==> src/rtl/telemetry_rcv.sv <==
// Telemetry UART receiver: 8N1 byte receiver feeding a framed packet decoder.
// Packet AA 55 then three 12-bit readings, each sent as a high byte then a low byte.
module telemetry_rcv #(
  parameter int BAUD_DIV = 2604
) (
  input  logic        clk,
  input  logic        rst_n,
  input  logic        RX,
  output logic [11:0] batt,
  output logic [11:0] curr,
  output logic [11:0] torque,
  output logic        pkt_rdy,
  output logic        pkt_err
);

  localparam int CW = $clog2(BAUD_DIV + 1);
  localparam logic [CW-1:0] HALF = CW'(BAUD_DIV / 2);
  localparam logic [CW-1:0] FULL = CW'(BAUD_DIV);

  typedef enum logic [1:0] {IDLE, START, DATA, STOP} bstate_t;
  typedef enum logic [1:0] {HUNT_AA, HUNT_55, PAYLOAD} pstate_t;

  logic          r_rx_s1, r_rx_s2;
  logic          w_rx;
  bstate_t       r_bstate, w_bnext;
  logic [CW-1:0] r_cnt, w_cnt_nxt;
  logic [2:0]    r_bitn, w_bitn_nxt;
  logic          r_fwait, w_fwait_nxt;
  logic [7:0]    r_shreg;
  logic          w_exp, w_shift, w_bvld, w_ferr;

  pstate_t       r_pstate, w_pnext;
  logic [2:0]    r_idx, w_idx_nxt;
  logic          w_store, w_commit, w_perr;
  logic [11:0]   r_sh_b, r_sh_c;
  logic [3:0]    r_sh_t;

  always_ff @(posedge clk or negedge rst_n) begin
    if (!rst_n) begin
      r_rx_s1 <= 1'b1;
      r_rx_s2 <= 1'b1;
    end else begin
      r_rx_s1 <= RX;
      r_rx_s2 <= r_rx_s1;
    end
  end

  assign w_rx  = r_rx_s2;
  assign w_exp = (r_cnt == CW'(1));

  always_ff @(posedge clk or negedge rst_n) begin
    if (!rst_n) begin
      r_bstate <= IDLE;
      r_cnt    <= '0;
      r_bitn   <= '0;
      r_fwait  <= 1'b0;
      r_shreg  <= '0;
    end else begin
      r_bstate <= w_bnext;
      r_cnt    <= w_cnt_nxt;
      r_bitn   <= w_bitn_nxt;
      r_fwait  <= w_fwait_nxt;
      if (w_shift) r_shreg <= {w_rx, r_shreg[7:1]};
    end
  end

  always_comb begin
    w_bnext     = r_bstate;
    w_cnt_nxt   = (r_cnt != '0) ? r_cnt - CW'(1) : '0;
    w_bitn_nxt  = r_bitn;
    w_fwait_nxt = r_fwait;
    w_shift     = 1'b0;
    w_bvld      = 1'b0;
    w_ferr      = 1'b0;
    unique case (r_bstate)
      IDLE: begin
        if (!w_rx) begin
          w_bnext   = START;
          w_cnt_nxt = HALF;
        end
      end
      START: begin
        if (w_exp) begin
          if (!w_rx) begin
            w_bnext    = DATA;
            w_cnt_nxt  = FULL;
            w_bitn_nxt = '0;
          end else begin
            w_bnext = IDLE;
          end
        end
      end
      DATA: begin
        if (w_exp) begin
          w_shift    = 1'b1;
          w_cnt_nxt  = FULL;
          w_bitn_nxt = r_bitn + 3'd1;
          if (r_bitn == 3'd7) w_bnext = STOP;
        end
      end
      STOP: begin
        // After a bad stop bit, hold here until the line returns high
        if (r_fwait) begin
          if (w_rx) begin
            w_bnext     = IDLE;
            w_fwait_nxt = 1'b0;
          end
        end else if (w_exp) begin
          if (w_rx) begin
            w_bvld  = 1'b1;
            w_bnext = IDLE;
          end else begin
            w_ferr      = 1'b1;
            w_fwait_nxt = 1'b1;
          end
        end
      end
      default: w_bnext = IDLE;
    endcase
  end

  always_comb begin
    w_pnext   = r_pstate;
    w_idx_nxt = r_idx;
    w_store   = 1'b0;
    w_commit  = 1'b0;
    w_perr    = 1'b0;
    unique case (r_pstate)
      HUNT_AA: begin
        if (w_bvld && r_shreg == 8'hAA) w_pnext = HUNT_55;
      end
      HUNT_55: begin
        if (w_bvld) begin
          if (r_shreg == 8'h55) begin
            w_pnext   = PAYLOAD;
            w_idx_nxt = '0;
          end else if (r_shreg != 8'hAA) begin
            w_pnext = HUNT_AA;
          end
        end
      end
      PAYLOAD: begin
        if (w_ferr) begin
          w_perr  = 1'b1;
          w_pnext = HUNT_AA;
        end else if (w_bvld) begin
          if (!r_idx[0] && r_shreg[7:4] != 4'h0) begin
            w_perr  = 1'b1;
            w_pnext = HUNT_AA;
          end else if (r_idx == 3'd5) begin
            w_commit = 1'b1;
            w_pnext  = HUNT_AA;
          end else begin
            w_store   = 1'b1;
            w_idx_nxt = r_idx + 3'd1;
          end
        end
      end
      default: w_pnext = HUNT_AA;
    endcase
  end

  always_ff @(posedge clk or negedge rst_n) begin
    if (!rst_n) begin
      r_pstate <= HUNT_AA;
      r_idx    <= '0;
      r_sh_b   <= '0;
      r_sh_c   <= '0;
      r_sh_t   <= '0;
      batt     <= '0;
      curr     <= '0;
      torque   <= '0;
      pkt_rdy  <= 1'b0;
      pkt_err  <= 1'b0;
    end else begin
      r_pstate <= w_pnext;
      r_idx    <= w_idx_nxt;
      pkt_rdy  <= w_commit;
      pkt_err  <= w_perr;
      if (w_store) begin
        unique case (r_idx)
          3'd0:    r_sh_b[11:8] <= r_shreg[3:0];
          3'd1:    r_sh_b[7:0]  <= r_shreg;
          3'd2:    r_sh_c[11:8] <= r_shreg[3:0];
          3'd3:    r_sh_c[7:0]  <= r_shreg;
          default: r_sh_t       <= r_shreg[3:0];
        endcase
      end
      // Readings only become visible once the whole packet has arrived
      if (w_commit) begin
        batt   <= r_sh_b;
        curr   <= r_sh_c;
        torque <= {r_sh_t, r_shreg};
      end
    end
  end

endmodule

==> config.mk <==
export PLATFORM = sky130hd
export DESIGN_NAME = telemetry_rcv
export DESIGN_NICKNAME = d
export VERILOG_FILES = /design/src/rtl/telemetry_rcv.sv
export SDC_FILE = /design/constraint.sdc
export NUM_CORES = 1
export LEC_CHECK = 0
export ABC_AREA = 1
export ABC_CLOCK_PERIOD_IN_PS = 4800
export CAP_MARGIN = 20
export CORE_MARGIN = 10
export CORE_UTILIZATION = 25
export DETAILED_ROUTE_END_ITERATION = 10
export GPL_TIMING_DRIVEN = 0
export HOLD_SLACK_MARGIN = 0.06
export PLACE_DENSITY = 0.42
export SLEW_MARGIN = 20
export SYNTH_ARGS = -nofsm -noshare
export SYNTH_HDL_FRONTEND = slang
export SYNTH_SLANG_ARGS = --single-unit
==> constraint.sdc <==
create_clock -name clk -period 4.8 [get_ports clk]
set_input_delay 0.72 -clock clk [delete_from_list [all_inputs] [get_ports clk]]
set_output_delay 0.72 -clock clk [all_outputs]
set_load 0.05 [all_outputs]
* After elaboration in Yosys (flattened, before gate mapping)
Index checks and enable logic that the tools add are counted.
** Cells by class
- Eq/ne operators :: 30
- $add $sub $neg :: 3
- Reduce and logical (&&, ||, !) cells :: 20
- Muxes and demuxes :: 60
- Bitwise gates (word level) :: 1
** Operator list (number)
- 12-bit two-way mux :: 5
- 12-bit one-hot mux with 3 select lines :: 1
- 2-bit two-way mux :: 16
- 3-bit two-way mux :: 9
- 1-bit two-way mux :: 25
- 2-bit != test, second input constant :: 12
- 12-bit by 1-bit equality test with 1-bit output, second input constant :: 1
- 3-bit one-hot mux with 2 select lines :: 2
- 12-bit nonzero test :: 1
- 12-bit by 1-bit subtractor with 12-bit output, second input constant :: 1
- 2-bit AND reduction :: 5
- 5-bit AND reduction :: 2
- 3-bit != test, second input constant :: 3
- 8-bit by 7-bit equality test with 1-bit output, second input constant :: 1
- 8-bit equality test, second input constant :: 1
- 8-bit != test, second input constant :: 1
- 2-bit one-hot mux with 4 select lines :: 1
- 7-bit AND reduction :: 1
- 3-bit by 1-bit adder with 3-bit output, second input constant :: 2
- 2-bit equality test, second input constant :: 3
- 3-bit by 2-bit equality test with 1-bit output, second input constant :: 2
- 3-bit equality test, second input constant :: 2
- 2-bit one-hot mux with 3 select lines :: 1
- 2-bit by 1-bit equality test with 1-bit output, second input constant :: 2
- other kinds (11) :: 14
** Storage, ports and cells
- Bits of input ports :: 3
- Register bits after elaboration :: 99
- Logic and storage cells :: 133
- Output and inout port bits :: 38

* Logic depth before layout (Yosys ltp)
- Depth in word-level cells :: 8
- Gate-level depth with buffers :: 11
- Gate-level depth less buffers :: 11

* Least setup slack after synthesis
Ideal clock, no wire load.
- Path kind :: flip-flop to flip-flop
- Start :: register r_cnt[1]
- End :: register r_sh_c[5]
- Clock period less this slack :: 1646 ps
- Setup slack :: 3154 ps
- Path buffers :: 1
- Data arrival time :: 1527 ps
- Setup time :: 119 ps
- Required time :: 4681 ps
- Cell stages (with the launch flop) :: 11
- Cell sequence :: dfrtp_1 inv_1 ha_1 nand3_1 nor2_4 nand3_4 nor2_4 nand2_2 buf_6 nand2_1 o21ai_2
** On the way
- Longest elaborated chain between the ends :: 8
- Elaborated cells between the ends (all ways) :: 11
- Classes of those cells :: eq/ne: 1; mux: 9; reduce/logical: 1
** RTL lines
- from (decl) :: RTL line 26 : logic [CW-1:0] r_cnt, w_cnt_nxt;
- from (signal assigned) :: RTL line 60 : r_cnt <= w_cnt_nxt;
- 12-bit by 1-bit equality test with 1-bit output * :: RTL line 49 : assign w_exp = (r_cnt == CW'(1));
- 1-bit two-way mux :: RTL line 108 : end else if (w_exp) begin
- 1-bit two-way mux :: RTL line 103 : if (r_fwait) begin
- 1-bit two-way mux :: RTL line 75 : unique case (r_bstate)
- 1-bit two-way mux :: RTL line 146 : end else if (w_bvld) begin
- 1-bit two-way mux * :: RTL line 143 : if (w_ferr) begin
- 1-bit two-way mux * :: RTL line 128 : unique case (r_pstate)
- 2-bit AND reduction (no line) *
- to (signal assigned) :: RTL line 185 : 3'd3: r_sh_c[7:0] <= r_shreg;
- to (decl) :: RTL line 35 : logic [11:0] r_sh_b, r_sh_c;
Every way passes the cells marked *; elsewhere a longest branch is shown, timed or not.
A chain may end at the register's enable or synchronous reset.

* Worst setup path in the final report
- Start :: register torque[3]
- End :: output torque[3]
** RTL lines
- from (decl) :: RTL line 11 : output logic [11:0] torque,
- from (signal assigned) :: RTL line 193 : torque <= {r_sh_t, r_shreg};
No word-level cell between the ends.

==> impl_metrics.env <==
export IMPL_outcome="complete, no violations"
export IMPL_r2r_cells=10
export IMPL_num_io_pins=41
export IMPL_clk_pin_slew_ns=0.07
export IMPL_wl_um=10300
export IMPL_synth_seq_area_share_pct=54.6
export IMPL_ys_async_sr_fraction_pct=100
export IMPL_met3_length_um=554
export IMPL_grt_pass1_vias=3498
export IMPL_hold_viol=0
export IMPL_critPathMaxFanout=2
export IMPL_path_depth=1
export IMPL_holdWs_ns=0.224
export IMPL_slew_headroom_pct=46.4
export IMPL_critPathCapture="torque[3]"
export IMPL_max_freq_mhz=441
export IMPL_min_period_ns=2.27
export IMPL_clock_skew_final_ns=0.00813
export IMPL_crit_chain="clkdlybuf4s50_1"
export IMPL_cpPeakStageDelay_ns=0.82
export IMPL_rsz0062_at_grt="false"
export IMPL_grt_max_degree=75
export IMPL_power_mw=1.66
export IMPL_coreArea_um2=17900
export IMPL_crit_arrival_ns=1.55
export IMPL_setup_viol=0
export IMPL_cts_made_buffers=9
export IMPL_synth_cell_types=34
export IMPL_powerDensity_nw_per_um2=298
export IMPL_hold_class="in2async"
export IMPL_placed_area_um2=5260
export IMPL_top_layer="met4"
export IMPL_cts_resized=0
export IMPL_wl_met1_um=4860
export IMPL_r2r_setup_slack_ns=2.91
export IMPL_p_leak_nw=2.72
export IMPL_syn_area_um2=4540
export IMPL_root_buffer="clkbuf_16"
export IMPL_synthesis_yosys_warnings=0
export IMPL_synth_nets=515
export IMPL_grt_pass1_wl_um=17800
export IMPL_start_kind="register"
export IMPL_drive_gt1_share_pct=13.4
export IMPL_n_antenna_cell=0
export IMPL_finalCritPeriodShare_pct=47.2
export IMPL_synth_most_common_cell="nand2_1"
export IMPL_cp_startpoint="torque[3]$_DFFE_PN0P_"
export IMPL_route_detailed_wl_per_inst_um=13.1
export IMPL_synth_area_leaders="dfrtp_1, nand2_1, o21ai_2"
export IMPL_die_height_um=155
export IMPL_final_fill_count=1893
export IMPL_synth_common_cells="nand2_1, dfrtp_1, inv_1, nor2_1, o21ai_0"
export IMPL_cts_htree_levels=3
export IMPL_required_ns=4.08
export IMPL_synth_avg_cell_area_um2=9.05
export IMPL_clock_path_buffers=2
export IMPL_hpwl_um=7470
export IMPL_dr_wl_met2_um=4750
export IMPL_initial_utilization_pct=25.4
export IMPL_grt_antenna_before_repair=0
export IMPL_dpl_cell_count=772
export IMPL_synth_cells=502
export IMPL_tightest_slew_ns=0.799
export IMPL_vias_per_cell=4.22
export IMPL_worstSkewPairLatency_ns=0.35
export IMPL_drc=0
export IMPL_ys_ff_latch=99
export IMPL_ant_nets=0
export IMPL_cts_tree="yes"
export IMPL_drt_pass1_iter_count=4
export IMPL_synth_edf_count=0
export IMPL_rows=49
export IMPL_areaGrowthSynthToFinish_pct=23.1
export IMPL_cts_hold_buf=0
export IMPL_vdd_ir_drop_max_mv=0.162
export IMPL_synth_area_leader_cell="dfrtp_1"
export IMPL_drv_cap=0
export IMPL_place_congestion=0.772
export IMPL_crit_family="buffers and inverters"
export IMPL_slew_violations=0
export IMPL_vias=3327
export IMPL_rr_endpoint="r_sh_c[5]$_DFFE_PN0P_"
export IMPL_fin_util_pct=31.2
export IMPL_end_kind="output port"
export IMPL_dieArea_um2=24000
export IMPL_final_area_um2=5590
export IMPL_chipWidth_um=155
export IMPL_cp_buffers_inverters=1
export IMPL_overflow=0
export IMPL_crit_type="reg2out"
export IMPL_slowest_stage="clkdlybuf4s50_1"
export IMPL_nNetsFinal=567
export IMPL_cts_sinks=99
export IMPL_post_cts_buffers=0
export IMPL_drtIter0Drc=179
export IMPL_final_cell_count_no_fill=788
export IMPL_netlist_area_leader_share_pct=53.4
export IMPL_io_buffers=40
export IMPL_grt_use_total_pct=9.05
export IMPL_synth_top_flop_cell="dfrtp_1"
export IMPL_r2r_start="r_cnt[1]$_DFF_PN0_"
how the worst min path moves through the flow:
stage          slack (ns)                   to  cells past startpoint               from
2_1_floorplan        0.35    r_rx_s2$_DFF_PN1_                      0  r_rx_s1$_DFF_PN1_
3_3_place_gp         0.35    r_rx_s2$_DFF_PN1_                      0  r_rx_s1$_DFF_PN1_
3_5_place_dp         0.35    r_rx_s2$_DFF_PN1_                      0  r_rx_s1$_DFF_PN1_
4_1_cts              0.22  curr[1]$_DFFE_PN0P_                      1              rst_n
5_1_grt              0.23  curr[1]$_DFFE_PN0P_                      1              rst_n
6_report             0.22  curr[1]$_DFFE_PN0P_                      1              rst_n
report_power, final:
part	total [mW]	switching [mW]	leakage (nW)	internal [mW]
Sequential	0.836	0.00129	1.34	0.835
Clock	0.805	0.329	0.157	0.477
Combinational	0.0218	0.0175	1.22	0.00422
cell usage in the layout (no fill, tap or decap), drive strengths merged:
cell type | Yosys | routed
or2 | 2 | 2
nor2 | 47 | 47
clkbuf | 0 | 10
clkdlybuf4s50 | 0 | 39
inv | 52 | 54
ha | 10 | 10
nand2 | 167 | 167
nand3 | 19 | 19
nand4 | 4 | 4
bufinv | 0 | 2
nor3 | 7 | 7
xnor2 | 1 | 1
o211ai | 2 | 2
a22o | 2 | 2
dfstp | 2 | 2
o21ai | 58 | 58
dfrtp | 97 | 97
a22oi | 1 | 1
clkinvlp | 0 | 2
buf | 11 | 13
clkinv | 1 | 1
and2b | 1 | 1
nor2b | 1 | 1
a21oi | 13 | 13
xor2 | 4 | 4
per-stage QoR:
step | worst slack [ns] | TNS, ns
after floorplan | 3.15 | 0
after global placement | -0.884 | -84.76
after detailed placement | 2.87 | 0
after CTS | 2.51 | 0
after global routing | 2.48 | 0
final | 2.53 | 0
registers in the layout (all words and copies together) (netlist names), 2 cells and up, named ones only:
signal / cells
torque: 12
batt: 12
r_sh_c: 12
r_sh_b: 12
r_bitn: 3
r_pstate: 2
r_sh_t: 4
r_shreg: 8
curr: 12
r_cnt: 12
r_idx: 3
area by class of cell:
class | instances | area, um2 | share of cell area, %
tap | 229 | 287 | 5.12
buffer | 11 | 111 | 1.99
sequential | 99 | 2480 | 44.4
timing repair buffer | 41 | 429 | 7.68
inverter | 53 | 204 | 3.65
multi-input combinational | 339 | 1750 | 31.2
clock buffer | 10 | 239 | 4.27
clock inverter | 6 | 95.1 | 1.70
logic make-up (layout without fill, tap and decap cells):
family | after synthesis | count (layout) | share of synthesized area [%]
buf+inv | 64 | 121 | 6.94
fa+ha+maj | 10 | 10 | 2.75
compound gates | 76 | 76 | 10.9
simple gates | 248 | 248 | 23.9
flops | 99 | 99 | 54.6
xor+xnor | 5 | 5 | 0.964
layer usage:
metal  vias up  global-route usage, %
li1       1692                      -
met1      1568                   11.2
met2        59                   14.4
met3         8                   3.24
met4         0                   2.79
met5         -                      0
No activity file was read; power rests on OpenSTA's default activity.
